$ cat src/rtl/correlator_tdm_if.sv
// rtl/correlator_tdm_if.sv - control, sample and visibility bundle for correlator_tdm
//
// Groups the correlator's handshake and data signals.
//   master : capture/readout side; drives en, sw, re, im and observes results
//   slave  : correlator side; consumes samples, produces vld/vis/vis_idx and swap status
interface correlator_tdm_if #(
    parameter int NANT  = 24,
    parameter int ACCUM = 24,
    parameter int TBITS = 4
);
    logic                 en;
    logic                 sw;
    logic [NANT-1:0]      re;
    logic [NANT-1:0]      im;
    logic                 vld;
    logic [2*ACCUM-1:0]   vis;
    logic [TBITS-1:0]     vis_idx;
    logic                 swack;
    logic                 pending;
    logic                 overflow_cos;
    logic                 overflow_sin;

    modport master (
        output en, sw, re, im,
        input  vld, vis, vis_idx, swack, pending, overflow_cos, overflow_sin
    );

    modport slave (
        input  en, sw, re, im,
        output vld, vis, vis_idx, swack, pending, overflow_cos, overflow_sin
    );
endinterface

$ cat src/rtl/correlator_tdm.sv
// rtl/correlator_tdm.sv - time-multiplexed 1-bit cos/sin correlator with frame-aligned bank swap
//
// One antenna pair per enabled cycle, taken from the PAIRS table by slot index.
// Accumulators live in a 2^TBITS-deep distributed RAM holding {sin, cos}.
// Ports:
//   clk_x        correlator clock
//   rst_n        asynchronous active-low reset
//   bus.en       process the current slot this cycle
//   bus.sw       bank-swap request pulse
//   bus.re/im    per-antenna sign bits, stable for a frame
//   bus.vld      vis/vis_idx carry a finished-block value
//   bus.vis      {sin, cos} of the finished block, bus.vis_idx its slot
//   bus.swack    one-cycle pulse when a requested swap starts
//   bus.pending  swap requested but not yet started
//   bus.overflow_cos/sin  overflow seen in the block just closed
module correlator_tdm #(
    parameter int NANT     = 24,
    parameter int ABITS    = 5,
    parameter int TRATE    = 12,
    parameter int TBITS    = 4,
    parameter int ACCUM    = 24,
    parameter int SATURATE = 1,
    parameter logic [TRATE*2*ABITS-1:0] PAIRS = {
        5'd23, 5'd11, 5'd22, 5'd10, 5'd21, 5'd9,  5'd20, 5'd8,
        5'd19, 5'd7,  5'd18, 5'd6,  5'd17, 5'd5,  5'd16, 5'd4,
        5'd15, 5'd3,  5'd14, 5'd2,  5'd13, 5'd1,  5'd12, 5'd0
    },
    parameter int DELAY    = 3
) (
    input  logic              clk_x,
    input  logic              rst_n,
    correlator_tdm_if.slave   bus
);
    if (TRATE < 3 || TRATE > (1 << TBITS) || (1 << ABITS) < NANT || DELAY < 0) begin : g_bad_params
        $error("correlator_tdm: illegal parameter combination");
    end

    localparam logic [TBITS-1:0] LAST = TBITS'(TRATE - 1);
    localparam logic [ACCUM-1:0] ONES = '1;

    logic [2*ACCUM-1:0] mem [2**TBITS];

    logic [TBITS-1:0]   slot;
    logic               forced_clr;
    logic               in_clr;
    logic               in_silent;
    logic               pending_q;
    logic               swack_q;
    logic               sticky_cos;
    logic               sticky_sin;
    logic               ovf_cos_q;
    logic               ovf_sin_q;

    // stage A: one slot's operands, captured on the edge after its enabled cycle
    logic               a_vld;
    logic [TBITS-1:0]   a_slot;
    logic               a_cinc;
    logic               a_sinc;
    logic               a_clr;
    logic               a_emit;
    logic [2*ACCUM-1:0] a_old;

    logic               vld_q;
    logic [2*ACCUM-1:0] vis_q;
    logic [TBITS-1:0]   vis_idx_q;

    logic [2*ABITS-1:0] pair;
    logic [ABITS-1:0]   idx_a;
    logic [ABITS-1:0]   idx_b;
    logic               cos_inc;
    logic               sin_inc;
    logic               frame_start;
    logic               start_clear;
    logic               clr_now;
    logic               silent_now;
    logic [ACCUM-1:0]   old_cos;
    logic [ACCUM-1:0]   old_sin;
    logic [ACCUM-1:0]   new_cos;
    logic [ACCUM-1:0]   new_sin;
    logic               ovf_cos;
    logic               ovf_sin;

    always_comb begin
        pair = '0;
        for (int k = 0; k < TRATE; k++) begin
            if (slot == TBITS'(k)) begin
                pair = PAIRS[k*2*ABITS +: 2*ABITS];
            end
        end
        idx_a   = pair[ABITS-1:0];
        idx_b   = pair[2*ABITS-1:ABITS];
        cos_inc = bus.re[idx_a] ~^ bus.re[idx_b];
        sin_inc = bus.re[idx_a] ~^ bus.im[idx_b];

        // A clearing frame is decided once, at slot 0, and then latched for the frame.
        frame_start = bus.en && (slot == '0);
        start_clear = frame_start && (pending_q || forced_clr);
        clr_now     = frame_start ? start_clear : in_clr;
        silent_now  = frame_start ? forced_clr  : in_silent;

        old_cos = a_clr ? '0 : a_old[ACCUM-1:0];
        old_sin = a_clr ? '0 : a_old[2*ACCUM-1:ACCUM];
        ovf_cos = a_vld && a_cinc && (old_cos == ONES);
        ovf_sin = a_vld && a_sinc && (old_sin == ONES);
        new_cos = ovf_cos ? ((SATURATE != 0) ? ONES : '0) : old_cos + ACCUM'(a_cinc);
        new_sin = ovf_sin ? ((SATURATE != 0) ? ONES : '0) : old_sin + ACCUM'(a_sinc);
    end

    always_ff @(posedge clk_x or negedge rst_n) begin
        if (!rst_n) begin
            slot       <= '0;
            forced_clr <= 1'b1;
            in_clr     <= 1'b0;
            in_silent  <= 1'b0;
            pending_q  <= 1'b0;
            swack_q    <= 1'b0;
            sticky_cos <= 1'b0;
            sticky_sin <= 1'b0;
            ovf_cos_q  <= 1'b0;
            ovf_sin_q  <= 1'b0;
            a_vld      <= 1'b0;
            a_slot     <= '0;
            a_cinc     <= 1'b0;
            a_sinc     <= 1'b0;
            a_clr      <= 1'b0;
            a_emit     <= 1'b0;
            a_old      <= '0;
            vld_q      <= 1'b0;
            vis_q      <= '0;
            vis_idx_q  <= '0;
        end else begin
            // sw on the very cycle a clear starts survives and triggers the next frame's clear
            pending_q <= bus.sw || (pending_q && !start_clear);
            swack_q   <= start_clear && !forced_clr;

            if (bus.en) begin
                slot      <= (slot == LAST) ? '0 : slot + TBITS'(1);
                in_clr    <= clr_now;
                in_silent <= silent_now;
                if (frame_start) begin
                    forced_clr <= 1'b0;
                end
                a_slot <= slot;
                a_cinc <= cos_inc;
                a_sinc <= sin_inc;
                a_clr  <= clr_now;
                a_emit <= clr_now && !silent_now;
                a_old  <= mem[slot];
            end
            a_vld <= bus.en;

            vld_q <= a_vld && a_emit;
            if (a_vld) begin
                vis_q     <= a_old;
                vis_idx_q <= a_slot;
            end

            // Stage A during the clear-start cycle still belongs to the old block,
            // so its overflow is folded into the reported flags.
            if (start_clear) begin
                if (!forced_clr) begin
                    ovf_cos_q <= sticky_cos || ovf_cos;
                    ovf_sin_q <= sticky_sin || ovf_sin;
                end
                sticky_cos <= 1'b0;
                sticky_sin <= 1'b0;
            end else begin
                sticky_cos <= sticky_cos || ovf_cos;
                sticky_sin <= sticky_sin || ovf_sin;
            end
        end
    end

    // Accumulator RAM is deliberately left unreset; a forced clearing frame initialises it.
    always_ff @(posedge clk_x) begin
        if (a_vld) begin
            mem[a_slot] <= {new_sin, new_cos};
        end
    end

    assign bus.vld          = vld_q;
    assign bus.vis          = vis_q;
    assign bus.vis_idx      = vis_idx_q;
    assign bus.swack        = swack_q;
    assign bus.pending      = pending_q;
    assign bus.overflow_cos = ovf_cos_q;
    assign bus.overflow_sin = ovf_sin_q;
endmodule

$ cat src/flat_wrapper.sv
// flat-port wrapper written by rule: the top's interface ports become plain ports
module correlator_tdm_flat 
#(
    parameter int NANT     = 24,
    parameter int ABITS    = 5,
    parameter int TRATE    = 12,
    parameter int TBITS    = 4,
    parameter int ACCUM    = 24,
    parameter int SATURATE = 1,
    parameter logic [TRATE*2*ABITS-1:0] PAIRS = {
        5'd23, 5'd11, 5'd22, 5'd10, 5'd21, 5'd9,  5'd20, 5'd8,
        5'd19, 5'd7,  5'd18, 5'd6,  5'd17, 5'd5,  5'd16, 5'd4,
        5'd15, 5'd3,  5'd14, 5'd2,  5'd13, 5'd1,  5'd12, 5'd0
    },
    parameter int DELAY    = 3
)
  (clk_x, rst_n, bus_en, bus_sw, bus_re, bus_im, bus_vld, bus_vis, bus_vis_idx, bus_swack, bus_pending, bus_overflow_cos, bus_overflow_sin);
  correlator_tdm_if #(.NANT(NANT), .ACCUM(ACCUM), .TBITS(TBITS)) bus_i ();
  input  logic clk_x;
  input  logic rst_n;
  input wire logic [$bits(bus_i.en)-1:0] bus_en;
  input wire logic [$bits(bus_i.sw)-1:0] bus_sw;
  input wire logic [$bits(bus_i.re)-1:0] bus_re;
  input wire logic [$bits(bus_i.im)-1:0] bus_im;
  output wire logic [$bits(bus_i.vld)-1:0] bus_vld;
  output wire logic [$bits(bus_i.vis)-1:0] bus_vis;
  output wire logic [$bits(bus_i.vis_idx)-1:0] bus_vis_idx;
  output wire logic [$bits(bus_i.swack)-1:0] bus_swack;
  output wire logic [$bits(bus_i.pending)-1:0] bus_pending;
  output wire logic [$bits(bus_i.overflow_cos)-1:0] bus_overflow_cos;
  output wire logic [$bits(bus_i.overflow_sin)-1:0] bus_overflow_sin;
  assign bus_i.en = bus_en;
  assign bus_i.sw = bus_sw;
  assign bus_i.re = bus_re;
  assign bus_i.im = bus_im;
  assign bus_vld = bus_i.vld;
  assign bus_vis = bus_i.vis;
  assign bus_vis_idx = bus_i.vis_idx;
  assign bus_swack = bus_i.swack;
  assign bus_pending = bus_i.pending;
  assign bus_overflow_cos = bus_i.overflow_cos;
  assign bus_overflow_sin = bus_i.overflow_sin;
  correlator_tdm #(.NANT(NANT), .ABITS(ABITS), .TRATE(TRATE), .TBITS(TBITS), .ACCUM(ACCUM), .SATURATE(SATURATE), .PAIRS(PAIRS), .DELAY(DELAY)) u_core (.clk_x(clk_x), .rst_n(rst_n), .bus(bus_i));
endmodule
$ cat config.mk
export PLATFORM = sky130hd
export DESIGN_NAME = correlator_tdm_flat
export DESIGN_NICKNAME = d
export VERILOG_FILES = /design/src/rtl/correlator_tdm_if.sv /design/src/rtl/correlator_tdm.sv /design/src/flat_wrapper.sv
export SDC_FILE = /design/constraint.sdc
export NUM_CORES = 1
export LEC_CHECK = 0
export ABC_AREA = 1
export CAP_MARGIN = 20
export CORE_ASPECT_RATIO = 1.25
export CORE_MARGIN = 2
export CORE_UTILIZATION = 35
export DETAILED_ROUTE_END_ITERATION = 6
export REMOVE_ABC_BUFFERS = 1
export SETUP_SLACK_MARGIN = 0.2
export SYNTH_ARGS = -nofsm -noshare
export SYNTH_HDL_FRONTEND = slang
export SYNTH_SLANG_ARGS = --single-unit
$ cat constraint.sdc
create_clock -name clk_x -period 3.3 [get_ports clk_x]
set_input_delay 0.495 -clock clk_x [delete_from_list [all_inputs] [get_ports clk_x]]
set_output_delay 0.495 -clock clk_x [all_outputs]
set_load 0.02 [all_outputs]
### Yosys cells after proc, flatten, opt, wreduce, memory -nomap -nowiden

Memory sizes are Yosys's and may differ from the RTL's. A register that Yosys moved wholly into a read port is not among the register bits.
Index checks and enable logic that the tools add are counted.

| word-level totals | value |
|---|---|
| RAM bits | 768 |
| output and inout bits | 57 |
| memories | 1 |
| register bits | 74 |

Memories:

| memory | depth | width | rd ports | clocked after memory_dff | write ports | RTL line | RTL |
|---|---|---|---|---|---|---|---|
| u_core.mem | 16 | 48 | 1 | 1 | 1 | correlator_tdm.sv:41 | `logic [2*ACCUM-1:0] mem [2**TBITS];` |

| operators by class | value |
|---|---|
| magnitude comparators | 2 |
| bitwise logic cells | 3 |
| multiplexer cells | 29 |
| add/subtract/negate cells | 3 |
| eq/ne operators | 13 |
| reduce and logical (&&, ||, !) cells | 21 |

Operators by type and width:

| operator | count |
|---|---|
| 10-bit two-way mux | 11 |
| 24-bit two-way mux | 4 |
| 24-bit by 1-bit adder with 24-bit output | 2 |
| 24-bit == test, second input constant | 2 |
| 4-bit by 3-bit == test with 1-bit output, second input constant | 4 |
| 4-bit == test, second input constant | 4 |
| 1-bit binary-select mux with 5-bit select | 3 |
| 5-bit by 6-bit less-than comparator with 1-bit output, second input constant | 2 |
| 1-bit logical AND | 10 |
| 1-bit two-way mux | 9 |
| 9-bit two-way mux | 1 |
| 4-bit by 2-bit == test with 1-bit output, second input constant | 2 |
| 4-bit by 1-bit adder with 4-bit output, second input constant | 1 |
| 4-bit by 1-bit == test with 1-bit output, second input constant | 1 |
| 1-bit logical NOT | 4 |
| 4-bit logical NOT | 1 |
| 1-bit logical OR | 4 |
| 4-bit two-way mux | 1 |
| 2-bit AND reduction | 2 |
| 1-bit XNOR | 2 |
| 1-bit NOT | 1 |

### Logic depth before layout (Yosys ltp)

Gate-level depths: netlist of the first run.

| logic depth | value |
|---|---|
| depth after elaboration | 16 |
| depth in mapped cells | 20 |

### Worst setup path before layout of the first run

OpenSTA, ideal clock, no wires.

| timing | value |
|---|---|
| path kind | register to register |
| start | register u_core.a_vld |
| end | memory u_core.mem[12][0] (netlist name) (enable) |
| setup time | 0.454 ns |
| data required time | 2.846 ns |
| setup slack | -0.239 ns |
| path buffers | 2 |
| clock period less this slack | 3.539 ns |
| data arrival time | 3.085 ns |
| cell stages (with the launch flop) | 5 |
| cells stage by stage | dfrtp_1 clkbuf_1 clkbuf_1 nand3_1 nor2_1 |

| on the way | value |
|---|---|
| word-level cells in the longest chain between the ends | 2 |

Ends and longest elaborated chain:

| what | RTL line | RTL |
|---|---|---|
| start, declared | correlator_tdm.sv:55 | `logic a_vld;` |
| start signal, assigned | correlator_tdm.sv:150 | `a_vld <= bus.en;` |
| 1-bit two-way mux | correlator_tdm.sv:176 | `if (a_vld) begin` |
| 1-bit two-way mux (implied by the code) | correlator_tdm.sv:177 | `mem[a_slot] <= {new_sin, new_cos};` |
| end, declared | correlator_tdm.sv:41 |  |

Every way passes these cells.

==> reports/qor.yml, run 1 <==
outcome: "completed"
fillers: 9446
track_usage: 0.1814
seqPwrFrac: 0.431
hold_viol: 0
tightest_slew_ns: 1.017
synth_compound_area_frac: 0.1176
dpl.hpwl_mm: 49.99
grt.overflow.total: 0
synthCells: 2995
fin_crit_sh: 0.8706
synthArstFlopShare: 0.1371
seq_area_frac_synth: 0.7243
slowest_stage: "dfrtp_2"
fp.dieH_um: 362.9
cts_tree: "yes"
met1_usage: 0.2353
layout-drive-gt1-share: 0.08963
switchingPower_mw: 13.62
cts.clk_slew.worst_paths_ns: 0.06
io_buffers: 100
drtAntennaViolNets: 0
criticalPathCategory: "reg2reg"
area_delta_synth_final_pct: 15.25
fin_cells: 4466
routed_via_density: 5.342
combPwrFrac: 0.322
total_power_mw: 37.53
drc: 0
die_area_um2: 105600
critPathArrivalTime_ns: 3.09
dp.cells: 4314
first_global_vias: 22790
initial_utilization: 0.3531
ir_worst_vdd_mv: 0.8567
synth_fa_ha_area_frac: 0.002776
crit_path_end: "u_core.mem[8][21]$_DFFE_PP_"
layout_commonest_cell: "edfxtp_1"
cts_buffer_depth: 3
power_frac_clock: 0.247
seqCellArea_um2: 26130
clock_latency_ns: 0.65
design_area_um2: 41560
max_freq_mhz: 348.1
cp.required_ns: 3.51
cts_max_level: 3
gp_congestion: 0.8419
rrSetupSlack_ns: 0.43
hp-class: "in2reg"
cpPeakStageDelay_ns: 0.57
r2r-start: "u_core.in_clr$_DFFE_PN0P_"
slew_viol_final: 0
grt_util_met3: 0.03084
internal_power_mw: 23.91
yosysWarnings: 0
postSynthAreaPerCell_um2: 12.04
synth.distinct_cells: 44
cp-end-kind: "flip-flop"
power_density_nw_per_um2: 903.2
cts-buffers-inserted: 81
grt_pass1_wl_mm: 144.4
cp_common_cell: "nand3_1"
cp-startpoint: "u_core.in_clr$_DFFE_PN0P_"
drv_cap: 0
reg2reg_to: "u_core.mem[8][21]$_DFFE_PP_"
busiest_layer: "met2"
first_pass_iters: 7
place_area_um2: 38910
tns_ns: 0
ios: 109
num_rows: 131
fin_worst_skew_ns: 0.02177
ys_dominant_reg_cell: "edfxtp_1"
cts.sink_count: 890
synth-seq-cells: 890
wirelength_mm: 97.69
design.core.area_um2: 102100
rsz0062_at_grt: "no"
grtUsageMet2: 0.3094
startpoint_type: "flip-flop"
syn_area_um2: 36060
rr_worst_depth: 11
sw_frac_of_total: 0.3629
post-route-min-period_ns: 2.873
post_drt_wl_per_cell_um: 21.87
final_cell_mix: "edfxtp_1, nor2_1, o21ai_0"
drt_iter0_markers: 2197
holdWs_ns: 0.2587
crit_chain: "buf_4, nor2_4, nand3_1, nor2_1, nand2_1, nor2_4, nand2_2, nor2_2, nand3_1, nand2_1, nand3_1"
synth_enable_flop_cells: 768
post_synth_xor_area_fraction: 0.003400
cts_root_buf: "clkbuf_16"
grt_max_degree: 174
finalNetCount: 3130
maxSlewHeadroom: 0.3193
antenna_found_initial: 0
final_util: 0.4070
setup_viol: 0
fin_ws_ns: 0.4271
die_x_um: 291.1
synth_top_family_by_area: "compound AO/OA/AOI/OAI gates"
dr_total_vias: 23860
place_ws_ns: 0.2379
multi_input_area_um2: 8890
synth_simple_gate_area_frac: 0.1153
synth.area.mux_share: 0.002811
critPathMaxFanout: 16
p_leak_nw: 14.11
[critical path: cells and delay by family, from the launching register on]
family                 cells  cell delay [ns]
and+or+nand+nor           10             1.62
buffers and inverters      1             0.25
DFF                        1             0.57
[synth_stat cells (all sizes together), types with 11 or more instances]
cell type	number	area, um^2
dfrtp	121	3028
nor3	17	115.1
edfxtp	768	23060
nand2	293	1110
clkbuf	136	520.5
o21ai	409	2047
inv	111	416.7
or2	11	68.81
o22ai	192	1201
a21oi	102	510.5
buf	50	271.5
nand3	101	505.5
nor2	570	2200
a41oi	44	385.4
[state kept, by name, indices dropped and copies added (netlist names), 4 cells and up]
signal              cells
u_core.a_old           48
u_core.a_slot           4
u_core.bus.vis         48
u_core.bus.vis_idx      4
u_core.mem            768
u_core.slot             4
[routing by layer]
| metal | vias to the layer above | wire length (um) | share of wire |
|---|---|---|---|
| met5 | - | 0 | 0 |
| met4 | 0 | 2312 | 0.024 |
| met3 | 132 | 6747 | 0.069 |
| met2 | 822 | 48070 | 0.49 |
| met1 | 11940 | 40560 | 0.42 |
| li1 | 10960 | - | - |
[layout make-up]
class / instances / area share
diodes: 1 / 0.00006022
repair buffers: 178 / 0.04423
clock buffers: 107 / 0.05413
inverters: 114 / 0.01066
well taps: 1330 / 0.04004
flip-flops and latches: 890 / 0.6287
clock inverters: 41 / 0.008219
multi-input cells: 1805 / 0.2139
[repair_timing]
item                                    in CTS  in global routing
hold endpoints to repair                    68                  0
endpoints found under the setup margin       0                 96
setup buffers                                0                  0
hold buffers                                 1                  0
resized for setup                            0                  6
[cell families after synthesis]
kind of cell,after synthesis
mux,9
simple gates,1014
compound gates,760
fa+ha+maj,8
xor+xnor,14
flops,890
buf+inv,300
[power by group through the flow]
stage	Combinational [mW]	Sequential, mW	Clock (mW)
after floorplan	6.55	16.9	0
after global placement	11.9	16.4	0
after detailed placement	12.0	16.4	0
after CTS	12.1	16.2	9.40
after global routing	13.4	16.3	9.80
final	12.1	16.2	9.26
[worst min path at each step]
| stage | start | end | slack [ns] | depth (start not counted) |
|---|---|---|---|---|
| final | bus_en | u_core.a_old[7]$_DFFE_PN0P_ | 0.26 | 3 |
| after global routing | bus_en | u_core.a_old[7]$_DFFE_PN0P_ | 0.25 | 3 |
| after CTS | bus_en | u_core.a_old[22]$_DFFE_PN0P_ | 0.24 | 3 |
| after detailed placement | u_core.forced_clr$_DFFE_PN1P_ | u_core.forced_clr$_DFFE_PN1P_ | 0.46 | 2 |
| after global placement | u_core.forced_clr$_DFFE_PN1P_ | u_core.forced_clr$_DFFE_PN1P_ | 0.45 | 2 |
| after floorplan | rst_n | u_core.a_cinc$_DFFE_PN0P_ | 0.20 | 0 |
No activity file was read; power rests on OpenSTA's default activity.
==> run 2, diff against run 1 <==
- CORE_UTILIZATION: 35 -> 55
- PLACE_DENSITY: default -> 0.75
==> run 2 against run 1 <==
Against the previous run: hold slack gained 0.20 ns; highest routed layer unchanged; critical path type unchanged; largest power group unchanged; maximum frequency shrank 3.1%; global-route usage grew 10 points.
==> reports/qor.yml, run 2 (same netlist as run 1, synthesis figures left out) <==
fin_crit_sh: 0.8982  # +0.02767
cp-end-kind: "flip-flop"
finalNetCount: 3116  # -0.45%
first_global_vias: 24580  # +7.9%
outcome: "completed"
largest_reg_flops: 768  # unchanged
io_buffers: 100  # unchanged
regMostFlops: "u_core.mem"
setup_viol: 0  # unchanged
ios: 109  # unchanged
cts_buffer_depth: 3  # unchanged
ir_worst_vdd_mv: 0.8950  # +4.5%
drv_cap: 0  # unchanged
fp.dieH_um: 290.3  # -20%
tightest_slew_ns: 1.106  # +0.08926 ns
clock_latency_ns: 0.64  # about the same
gp_congestion: 0.9409  # +12%
critPathMaxFanout: 16  # unchanged
routed_via_density: 6.360  # +19%
total_power_mw: 37.43  # -0.28%
layout_commonest_cell: "edfxtp_1"
fin_ws_ns: 0.3358  # -0.09131 ns
grt_pass1_wl_mm: 143.6  # -0.60%
antenna_found_initial: 0  # unchanged
layout-drive-gt1-share: 0.08843  # -0.001200
cts-buffers-inserted: 78  # -3.7%
num_rows: 104  # -21%
cts_tree: "yes"
power_density_nw_per_um2: 913.1  # +1.1%
cts.clk_slew.worst_paths_ns: 0.06  # about the same
cp.required_ns: 3.55  # +0.04 ns
drc: 0  # unchanged
p_leak_nw: 14.11  # about the same
cts_root_buf: "clkbuf_16"
max_freq_mhz: 337.4  # -3.1%
rsz0062_at_grt: "no"
hp-class: "in2reg"
die_area_um2: 67640  # -36%
final_cell_mix: "edfxtp_1, nor2_1, o21ai_0"
first_pass_iters: 7  # unchanged
fin_worst_skew_ns: 0.02551  # +0.003738 ns
drtAntennaViolNets: 0  # unchanged
design.core.area_um2: 64670  # -37%
grt_max_degree: 221  # +27%
grt.overflow.total: 0  # unchanged
area_delta_synth_final_pct: 13.67
post_drt_wl_per_cell_um: 24.25  # +11%
hold_viol: 0  # unchanged
place_ws_ns: 0.1858  # -0.05211 ns
dr_total_vias: 25240  # +5.8%
die_x_um: 233.0  # -20%
dpl.hpwl_mm: 48.52  # -2.9%
criticalPathCategory: "reg2reg"
maxSlewHeadroom: 0.2628  # -0.05653
post-route-min-period_ns: 2.964  # +0.09131 ns
initial_utilization: 0.5576  # +0.2044
startpoint_type: "flip-flop"
wirelength_mm: 96.23  # -1.5%
cts.sink_count: 890  # unchanged
critPathArrivalTime_ns: 3.21  # +0.12 ns
drt_iter0_markers: 3388  # +54%
fillers: 4556  # -52%
slew_viol_final: 0  # unchanged
n_antenna_cell: 0  # -1
track_usage: 0.2816  # +0.1002
cts_max_level: 3  # unchanged
run 2: repair_timing:
item,CTS,global route
hold endpoints to repair,60,0
gates resized for setup,1,12
hold buffers,1,0
setup buffers,0,1
setup endpoints to repair,16,254
pin swaps,0,1
run 2: worst max-delay path: stages (launching register included):
cell     delay [ns]
dfrtp_4        0.61
nor2_1         0.15
ha_1           0.24
ha_1           0.22
nand3_1        0.20
nor2_2         0.30
nand2_1        0.11
nor3_1         0.26
or2_2          0.18
nand3_2        0.29
run 2: routing by layer:
metal  routed length (um)  track usage  part of all wire  up-vias
met2                45990       0.4524              0.48     1771
met5                    0            0                 0        -
li1                     -            -                 -    10930
met1                35050       0.3770              0.36    12240
met3                10950      0.04592              0.11      311
met4                 4247       0.1338             0.044        0
run 2: final timing paths:
path,start,endpoint,slack (ns),cells after the start
worst max register to register,u_core.in_clr$_DFFE_PN0P_,u_core.mem[1][14]$_DFFE_PP_,0.34,9
max in group asynchronous,rst_n,u_core.forced_clr$_DFFE_PN1P_,1.94,3
worst max-delay path,u_core.in_clr$_DFFE_PN0P_,u_core.mem[1][14]$_DFFE_PP_,0.34,9
worst min-delay path,bus_sw,u_core.bus.pending$_DFF_PN0_,0.46,2
min in group asynchronous,rst_n,u_core.bus.vis[7]$_DFFE_PN0P_,0.50,2
worst min register to register,u_core.forced_clr$_DFFE_PN1P_,u_core.forced_clr$_DFFE_PN1P_,0.47,2
run 2: per-stage QoR:
| step | area (um^2) | std cells | hold WS (ns) | setup TNS (ns) | util |
|---|---|---|---|---|---|
| floorplan | 35270 | 2809 | 0.1994 | -1792.39 | - |
| global placement | 38370 | 3820 | 0.4453 | 0 | 0.5932 |
| detailed placement | 38370 | 3820 | 0.4559 | 0 | 0.5932 |
| CTS | 40910 | 3966 | 0.4375 | 0 | 0.6326 |
| global route | 40990 | 3969 | 0.4605 | 0 | 0.6338 |
| finish | 40990 | 3969 | 0.4577 | 0 | 0.6338 |
run 2: where the power goes:
group	switching [mW]	leakage [nW]	internal, mW
sequential	0.898	8.44	15.3
combinational	8.70	4.43	3.46
clock	3.99	1.24	5.04
total	13.6	14.1	23.8
run 2: area by class of cell:
class,count,area (um^2),area share
repair buffers,167,1903,0.04643
well taps,848,1061,0.02589
clock buffers,110,2213,0.05400
flip-flops and latches,890,26130,0.6375
multi-input cells,1805,8915,0.2175
clock inverters,35,320.3,0.007814
inverters,114,445.4,0.01087
